`src/rtl/blink_pattern_scheduler.sv`:
```
// Round-robin scheduler sharing one LED between NUM_REQ blink-pattern requesters.
// Optional macro BLINK_SCHED_ABORT_EN adds an ABORT input that cancels the current message.
module blink_pattern_scheduler #(
    parameter int NUM_REQ       = 2,
    parameter int MESSAGE_WIDTH = 102,
    parameter int TICK_RATE     = 5_000_000,
    parameter int GAP_TICKS     = 3,
    localparam int LW           = $clog2(MESSAGE_WIDTH + 1)
) (
    input  logic                             CLK,
    input  logic                             RST,
`ifdef BLINK_SCHED_ABORT_EN
    input  logic                             ABORT,
`endif
    input  logic [NUM_REQ-1:0]               REQ_VALID,
    output logic [NUM_REQ-1:0]               REQ_READY,
    input  logic [NUM_REQ*MESSAGE_WIDTH-1:0] REQ_PATTERN,
    input  logic [NUM_REQ*LW-1:0]            REQ_LEN,
    output logic                             LED,
    output logic                             START,
    output logic                             BUSY,
    output logic [NUM_REQ-1:0]               GRANT,
    output logic                             DONE
);

    localparam int PW = (NUM_REQ > 1) ? $clog2(NUM_REQ) : 1;
    localparam int TW = (TICK_RATE > 1) ? $clog2(TICK_RATE) : 1;
    localparam int BW = (MESSAGE_WIDTH > 1) ? $clog2(MESSAGE_WIDTH) : 1;
    localparam int GW = (GAP_TICKS > 1) ? $clog2(GAP_TICKS) : 1;

    localparam logic [1:0] S_IDLE = 2'd0;
    localparam logic [1:0] S_PLAY = 2'd1;
    localparam logic [1:0] S_GAP  = 2'd2;

    logic [1:0]               state;
    logic [PW-1:0]            rr_ptr;
    logic [TW-1:0]            tick;
    logic [BW-1:0]            bit_idx;
    logic [GW-1:0]            gap_idx;
    logic [LW-1:0]            len;
    logic [MESSAGE_WIDTH-1:0] pattern;
    logic [NUM_REQ-1:0]       grant;

    logic                     found;
    logic [PW-1:0]            sel;
    logic [PW:0]              cand;
    logic [NUM_REQ-1:0]       sel_onehot;
    logic [PW-1:0]            next_rr;
    logic [LW-1:0]            raw_len;
    logic [LW-1:0]            clamped_len;
    logic [MESSAGE_WIDTH-1:0] sel_pattern;
    logic                     tick_end;
    logic                     zero_len;
    logic                     last_bit;
    logic                     play_done;
    logic                     gap_end;
    logic                     abort_now;

    // Search from rr_ptr upward with wrap; the first valid requester wins.
    always_comb begin
        found = 1'b0;
        sel   = '0;
        cand  = '0;
        for (int k = 0; k < NUM_REQ; k++) begin
            cand = {1'b0, rr_ptr} + (PW+1)'(k);
            if (cand >= (PW+1)'(NUM_REQ)) begin
                cand = cand - (PW+1)'(NUM_REQ);
            end
            if (!found && REQ_VALID[cand[PW-1:0]]) begin
                found = 1'b1;
                sel   = cand[PW-1:0];
            end
        end
    end

    assign sel_onehot  = NUM_REQ'(1) << sel;
    assign next_rr     = (sel == PW'(NUM_REQ - 1)) ? '0 : sel + 1'b1;
    assign sel_pattern = REQ_PATTERN[int'(sel)*MESSAGE_WIDTH +: MESSAGE_WIDTH];
    assign raw_len     = REQ_LEN[int'(sel)*LW +: LW];
    assign clamped_len = (raw_len > LW'(MESSAGE_WIDTH)) ? LW'(MESSAGE_WIDTH) : raw_len;

    assign REQ_READY = (state == S_IDLE && found && !RST) ? sel_onehot : '0;

    assign tick_end  = (tick == TW'(TICK_RATE - 1));
    assign zero_len  = (len == '0);
    assign last_bit  = (LW'(bit_idx) == len - LW'(1));
    assign play_done = (state == S_PLAY) && (zero_len || (tick_end && last_bit));
    assign gap_end   = tick_end && (gap_idx == GW'((GAP_TICKS > 0) ? GAP_TICKS - 1 : 0));

`ifdef BLINK_SCHED_ABORT_EN
    assign abort_now = ABORT && (state != S_IDLE);
`else
    assign abort_now = 1'b0;
`endif

    // An abort overrides every normal transition and suppresses DONE.
    always_ff @(posedge CLK or posedge RST) begin
        if (RST) begin
            state   <= S_IDLE;
            rr_ptr  <= '0;
            tick    <= '0;
            bit_idx <= '0;
            gap_idx <= '0;
            len     <= '0;
            pattern <= '0;
            grant   <= '0;
        end else if (abort_now) begin
            state <= S_IDLE;
            grant <= '0;
            tick  <= '0;
        end else begin
            case (state)
                S_IDLE: begin
                    if (found) begin
                        pattern <= sel_pattern;
                        len     <= clamped_len;
                        grant   <= sel_onehot;
                        rr_ptr  <= next_rr;
                        tick    <= '0;
                        bit_idx <= '0;
                        state   <= S_PLAY;
                    end
                end
                S_PLAY: begin
                    if (play_done) begin
                        tick    <= '0;
                        gap_idx <= '0;
                        if (GAP_TICKS > 0) begin
                            state <= S_GAP;
                        end else begin
                            state <= S_IDLE;
                            grant <= '0;
                        end
                    end else if (tick_end) begin
                        tick    <= '0;
                        bit_idx <= bit_idx + 1'b1;
                    end else begin
                        tick <= tick + 1'b1;
                    end
                end
                S_GAP: begin
                    if (tick_end) begin
                        tick <= '0;
                        if (gap_end) begin
                            state <= S_IDLE;
                            grant <= '0;
                        end else begin
                            gap_idx <= gap_idx + 1'b1;
                        end
                    end else begin
                        tick <= tick + 1'b1;
                    end
                end
                default: begin
                    state <= S_IDLE;
                    grant <= '0;
                end
            endcase
        end
    end

    assign LED   = (state == S_PLAY) && !zero_len && pattern[bit_idx];
    assign START = (state == S_PLAY) && !zero_len && (bit_idx == '0);
    assign BUSY  = (state != S_IDLE);
    assign GRANT = grant;
    assign DONE  = play_done && !abort_now;

endmodule

```
`config.mk`:
```
export PLATFORM = sky130hd
export DESIGN_NAME = blink_pattern_scheduler
export DESIGN_NICKNAME = d
export VERILOG_FILES = /design/src/rtl/blink_pattern_scheduler.sv
export SDC_FILE = /design/constraint.sdc
export NUM_CORES = 1
export LEC_CHECK = 0
export CORE_MARGIN = 4
export CORE_UTILIZATION = 55
export CTS_CLUSTER_SIZE = 10
export DETAILED_ROUTE_END_ITERATION = 7
export DONT_BUFFER_PORTS = 1
export GPL_TIMING_DRIVEN = 1
export PLACE_DENSITY = 0.69
export SLEW_MARGIN = 20
export SYNTH_ARGS = -nofsm -noshare
export SYNTH_HDL_FRONTEND = slang
export SYNTH_SLANG_ARGS = --single-unit
```
`constraint.sdc`:
```
create_clock -name CLK -period 6.7 [get_ports CLK]
set_input_delay 1.34 -clock CLK [delete_from_list [all_inputs] [get_ports CLK]]
set_output_delay 1.34 -clock CLK [all_outputs]
set_load 0.1 [all_outputs]
```
==> results of run 1 <==
state kept, by name, summed over array words and instances (netlist names):
| name | cells |
|---|---|
| tick | 23 |
| rr_ptr | 1 |
| gap_idx | 2 |
| len | 7 |
| bit_idx | 7 |
| GRANT | 2 |
| pattern | 102 |
| state | 2 |
worst paths after layout:
check	end	slack (ns)	depth (start not counted)
hold / removal	tick[14]	0.50	1
min in group asynchronous	len[2]	0.89	1
setup / recovery	LED	1.93	5
hold reg to reg	tick[14]	0.50	1
setup reg to reg	pattern[70]	3.26	7
max in group asynchronous	bit_idx[1]	4.40	2
layer usage:
layer	routed length, um	share of wire	up-vias
met3	1490	0.069	28
met2	10600	0.49	266
met1	9250	0.43	3323
met5	0	0	-
li1	-	-	3208
met4	345	0.016	0
cell type report:
cell class,count,share of cell area
inverter,20,0.00901
timing repair buffer,9,0.0160
tap,184,0.0259
multi-input combinational,705,0.470
sequential,146,0.411
clock buffer,22,0.0534
clock inverter,10,0.0139
critical path, cell delays in order, from the launching register on:
cell and delay (ns):
dfrtp_2 0.88, inv_1 0.22, or3_1 0.42, a311oi_1 0.25, o21ai_0 0.18, a221oi_4 1.04
synth_stat cells (3+ instances only):
master / count / area share
o21ai_0: 31 / 0.019
xnor2_1: 11 / 0.012
nor2_1: 127 / 0.059
nor3_1: 7 / 0.0043
buf_4: 4 / 0.0037
inv_1: 20 / 0.0093
mux4_2: 27 / 0.075
a21oi_1: 15 / 0.0093
clkbuf_1: 50 / 0.023
o41ai_1: 3 / 0.0032
nor4_1: 5 / 0.0039
nand2b_1: 3 / 0.0023
o31ai_1: 11 / 0.010
a311oi_1: 3 / 0.0032
nand4_1: 8 / 0.0062
nor2b_1: 5 / 0.0039
a31oi_1: 109 / 0.084
a21boi_0: 3 / 0.0028
xor2_1: 10 / 0.011
nand2_1: 255 / 0.12
and3_1: 8 / 0.0062
buf_2: 10 / 0.0062
ha_1: 10 / 0.015
nand3_1: 11 / 0.0068
mux2i_1: 7 / 0.0086
dfrtp_1: 146 / 0.45
where the power goes:
group,leakage (nW),internal (mW),switching [mW]
logic,1.64,0.0826,0.116
registers,1.68,0.943,0.0442
clock network,0.287,0.581,0.378
total,3.61,1.61,0.537
through the flow:
| stage | std cells | util | area, um2 |
|---|---|---|---|
| floorplan | 937 | - | 8110 |
| finish | 1096 | 0.614 | 8890 |
| global placement | 1063 | 0.570 | 8250 |
| CTS | 1095 | 0.611 | 8850 |
| global route | 1096 | 0.614 | 8890 |
| detailed placement | 1063 | 0.570 | 8250 |
cells by family (layout without fill, tap and decap cells):
logic type | Yosys count | count (layout) | synth area share
AOI/OAI and AO/OA | 196 | 196 | 0.157
xor gates and xnor gates | 21 | 21 | 0.0227
adders and majority gates | 10 | 10 | 0.0154
buffers and inverters | 86 | 61 | 0.0432
DFF | 146 | 146 | 0.450
muxes | 36 | 36 | 0.0864
and+or+nand+nor | 442 | 442 | 0.225
==> reports/qor.csv, run 1 <==
metric,value,unit
drt drc,0,
GRT met1 Usage,0.368,
Placer Congestion,0.866,
IO buf count,0,
status,completed,
Chip Width,129,um
post-cts hold buffer count,0,
std cell rows,44,
footprint of the multi-input gates,4180,um2
Main synth FF type,dfrtp_1,
via count,6825,
GRT met3 Usage,0.0569,
Startpoint Class,flip-flop,
critical path type,reg2out,
CTS resizes,0,
Power Total,2.14,mW
"most common cell after layout, fill and taps aside",nand2_1,
fmax,209,MHz
mean post-synth cell area,8.66,um2
Num CTS Buffers,17,
CTS tree,done,
DRT iter0 DRCs,607,
dpl ws,2.02,ns
Die Span Y,129,um
core area,14500,um2
DR vias/cell,6.23,
peak supply drop,0.000178,V
clk_lat worst skew,0.43,ns
Routed Antenna Nets,0,
power per cell area,241,nW/um2
filler instances,1265,
H-tree depth,4,
P&R area growth vs syn,9.60,%
M2 GR Usage,0.430,
busiest layer in global routing,met2,
min cycle time layout,4.77,ns
TritonRoute pass-1 iters,5,
Final Hold Vio Count,0,
r2r startpoint,state[0],
setup TNS,0,ns
Worst EP arrival,3.43,ns
Worst-path clk slew,0.06,ns
"commonest cells after routing, fill and taps aside","nand2_1 (255), dfrtp_1 (143), nor2_1 (125)",
DIE AREA,16800,um2
CP max FO,30,
maxcap violations,0,
Slew HR,0.236,
Max clock buf depth,2,
Seq cells post-synth,146,
ant diodes,0,
Setup crit start,bit_idx[1],
Hold Crit Class,reg2reg,
Ports,230,
Post-synth EDFFs,0,
hold_sp,tick[14],
fin nets,1131,
sequential area share after synthesis,0.450,
Initial Util,0.560,
CP Data Required Time,5.36,ns
Slew Limit Fails,0,
CTS root buf,clkbuf_16,
global route overflow,0,
Ys Warns,0,
dpl hpwl,15700,um
Slew @ Worst Pin,1.15,ns
worst setup margin,1.93,ns
final period utilization,0.713,
Post-synth ARST share,1.00,
detailed-route wire length per cell,19.8,um
# Post-CTS Setup Buffers,0,
RSZ-0062 raised after global routing,false,
Fin Hold WS,0.499,ns
final setup fails,0,
Clock Skew,0.0104,ns
Synth cell types,57,
first-pass GRT wire length,34900,um
Synth Instances,937,
Sequential cell area,3660,um2
Pleak,3.61,nW
Sink Count,146,
vias in the first global route,6903,
Syn Nets,1169,
largest net degree at the start of global routing,113,
CP endpoint kind,output pin,
layout cell share with drive strength beyond 1,0.0987,
Syn Std Cell Area,8110,um2
WL final,21700,um
initial antenna violation count,0,
total track usage,0.267,
Power figures use the tool's default switching activity.
==> run 2, diff against run 1 <==
==> constraint.sdc (replaced) <==
create_clock -name CLK -period 4.4 [get_ports CLK]
set_input_delay 0.88 -clock CLK [delete_from_list [all_inputs] [get_ports CLK]]
set_output_delay 0.88 -clock CLK [all_outputs]
set_load 0.1 [all_outputs]
==> reports/qor.csv, run 2 (synthesis results as in run 1) <==
metric,value,unit,change
Chip Width,129,um,unchanged
Final Hold Vio Count,0,,unchanged
Num CTS Buffers,17,,unchanged
core area,14500,um2,unchanged
Crit-path slowest cell,dfrtp_1,,
"most common cell after layout, fill and taps aside",nand2_1,,
Startpoint Class,flip-flop,,
power per cell area,364,nW/um2,+51%
CTS tree,done,,
final setup fails,0,,unchanged
CP max FO,19,,-37%
H-tree depth,4,,unchanged
"Cell Chain, Critical Path","mux4_2, mux4_2, nor3b_1, a311oi_1, a221oi_4, buf_4",,
Slew @ Worst Pin,1.05,ns,-0.0916 ns
internal power,2.44,mW,+52%
worst setup margin,0.239,ns,-1.69 ns
DIE AREA,16800,um2,unchanged
critical path type,reg2out,,
sw frac,0.254,,+0.00316
RSZ-0062 raised after global routing,false,,
ant diodes,0,,unchanged
clock power share,0.449,,+0.002
Worst Reg-to-Reg Cells,8,,+1
maxcap violations,0,,unchanged
layout cell share with drive strength beyond 1,0.108,,+0.00966
Initial Util,0.560,,unchanged
reg2reg setup slack,1.45,ns,-1.81 ns
first-pass GRT wire length,34300,um,-1.7%
IO buf count,0,,unchanged
filler instances,1213,,-4.1%
detailed-route wire length per cell,19.3,um,-2.8%
Slew HR,0.291,,+0.0554
Placer Congestion,0.883,,+2.0%
Max clock buf depth,2,,unchanged
WL final,21300,um,-1.8%
"slowest stage delay, CP",0.89,ns,-0.15 ns
status,completed,,
CTS resizes,0,,unchanged
DRT iter0 DRCs,466,,-23%
fmax,240,MHz,
Routed Antenna Nets,0,,unchanged
Sequential cell area,3650,um2,about the same
Hold Crit Class,in2async,,
Sequential Power Share,0.458,,-0.003
Clock Skew,0.00693,ns,-0.00344 ns
Logic pwr share,0.093,,about the same
Sw Pwr,829,uW,+54%
P&R area growth vs syn,10.7,%,
via count,6787,,-0.56%
"commonest cells after routing, fill and taps aside","nand2_1 (255), dfrtp_1 (145), nor2_1 (125)",,
global route overflow,0,,unchanged
Pleak,3.68,nW,+1.7%
TritonRoute pass-1 iters,5,,unchanged
drt drc,0,,unchanged
initial antenna violation count,0,,unchanged
biggest regs,"pattern x102, tick x23",,
total track usage,0.261,,-0.00594
fin area,8980,um2,+1.0%
dpl ws,0.734,ns,-1.29 ns
DR vias/cell,6.13,,-1.5%
capturing point of the worst reg2reg path,bit_idx[6],,
Power Total,3.27,mW,+52%
CP most frequent cell,mux4_2,,
min cycle time layout,4.16,ns,
# Post-CTS Setup Buffers,0,,unchanged
final period utilization,0.946,,
vias in the first global route,6720,,-2.7%
Largest Register,pattern,,
CP Data Required Time,3.52,ns,-1.84 ns
post-cts hold buffer count,0,,unchanged
largest net degree at the start of global routing,113,,unchanged
setup TNS,0,ns,unchanged
peak supply drop,0.000253,V,+42%
Slew Limit Fails,0,,unchanged
std cell rows,44,,unchanged
Fin Hold WS,0.305,ns,-0.193 ns
footprint of the multi-input gates,4180,um2,about the same
CP endpoint kind,output pin,,
fin nets,1142,,+0.97%
Die Span Y,129,um,unchanged
Area after DPL,8350,um2,+1.2%
Sink Count,146,,unchanged
Ports,230,,unchanged
Largest register FFs,102,,unchanged
r2r startpoint,state[1],,
CTS root buf,clkbuf_16,,
Worst EP arrival,3.28,ns,-0.15 ns
clk_lat worst skew,0.42,ns,about the same
Worst-path clk slew,0.06,ns,about the same
dpl hpwl,15700,um,+0.23%
run 2: cell types whose count changed in the layout (fill, tap and decap cells not counted), sizes merged:
cell      before  now
clkinvlp       2    3
clkbuf        24   21
buf            7   18
inv           22   24
run 2: area by class of cell:
class / instances / share of cell area
Multi-Input combinational cell: 705 / 0.466
Tap cell: 184 / 0.0256
Timing Repair Buffer: 20 / 0.0256
Clock inverter: 13 / 0.0164
Inverter: 20 / 0.00878
Clock buffer: 19 / 0.0505
Sequential cell: 146 / 0.407
run 2: worst max-delay path by stage:
stage	from	end	slack [ns]	cells past startpoint
6_report	bit_idx[2]	LED	0.24	6
5_1_grt	bit_idx[2]	LED	0.09	6
4_1_cts	bit_idx[2]	LED	0.23	6
3_5_place_dp	bit_idx[2]	LED	0.73	6
3_3_place_gp	bit_idx[2]	LED	0.77	6
2_1_floorplan	REQ_VALID[1]	REQ_READY[0]	0.06	4
run 2: power by group through the flow:
| stage | Clock, mW | Combinational, mW | Sequential, mW |
|---|---|---|---|
| floorplan | 0 | 0.237 | 1.49 |
| global placement | 0 | 0.293 | 1.52 |
| detailed placement | 0 | 0.303 | 1.52 |
| CTS | 1.48 | 0.305 | 1.50 |
| global route | 1.54 | 0.346 | 1.51 |
| finish | 1.47 | 0.304 | 1.50 |
run 2: per-stage QoR:
stage,cells,utilization
after detailed placement,1074,0.577
after floorplan,937,-
after global routing,1107,0.620
after CTS,1106,0.618
after global placement,1074,0.577
final,1107,0.620
run 2: routing by layer:
layer	routed length, um	GRT usage	up-vias
li1	-	-	3233
met1	9080	0.361	3273
met2	10500	0.420	255
met3	1330	0.0606	26
met4	392	0.0709	0
met5	0	0	-
run 2: worst max-delay path, delay by kind of cell (launching register included):
kind,cells,cell delay (ns)
multiplexers,2,0.89
buffers and inverters,1,0.27
AO/OA/AOI/OAI,2,0.66
flip-flops,1,0.89
AND/OR/NAND/NOR,1,0.15
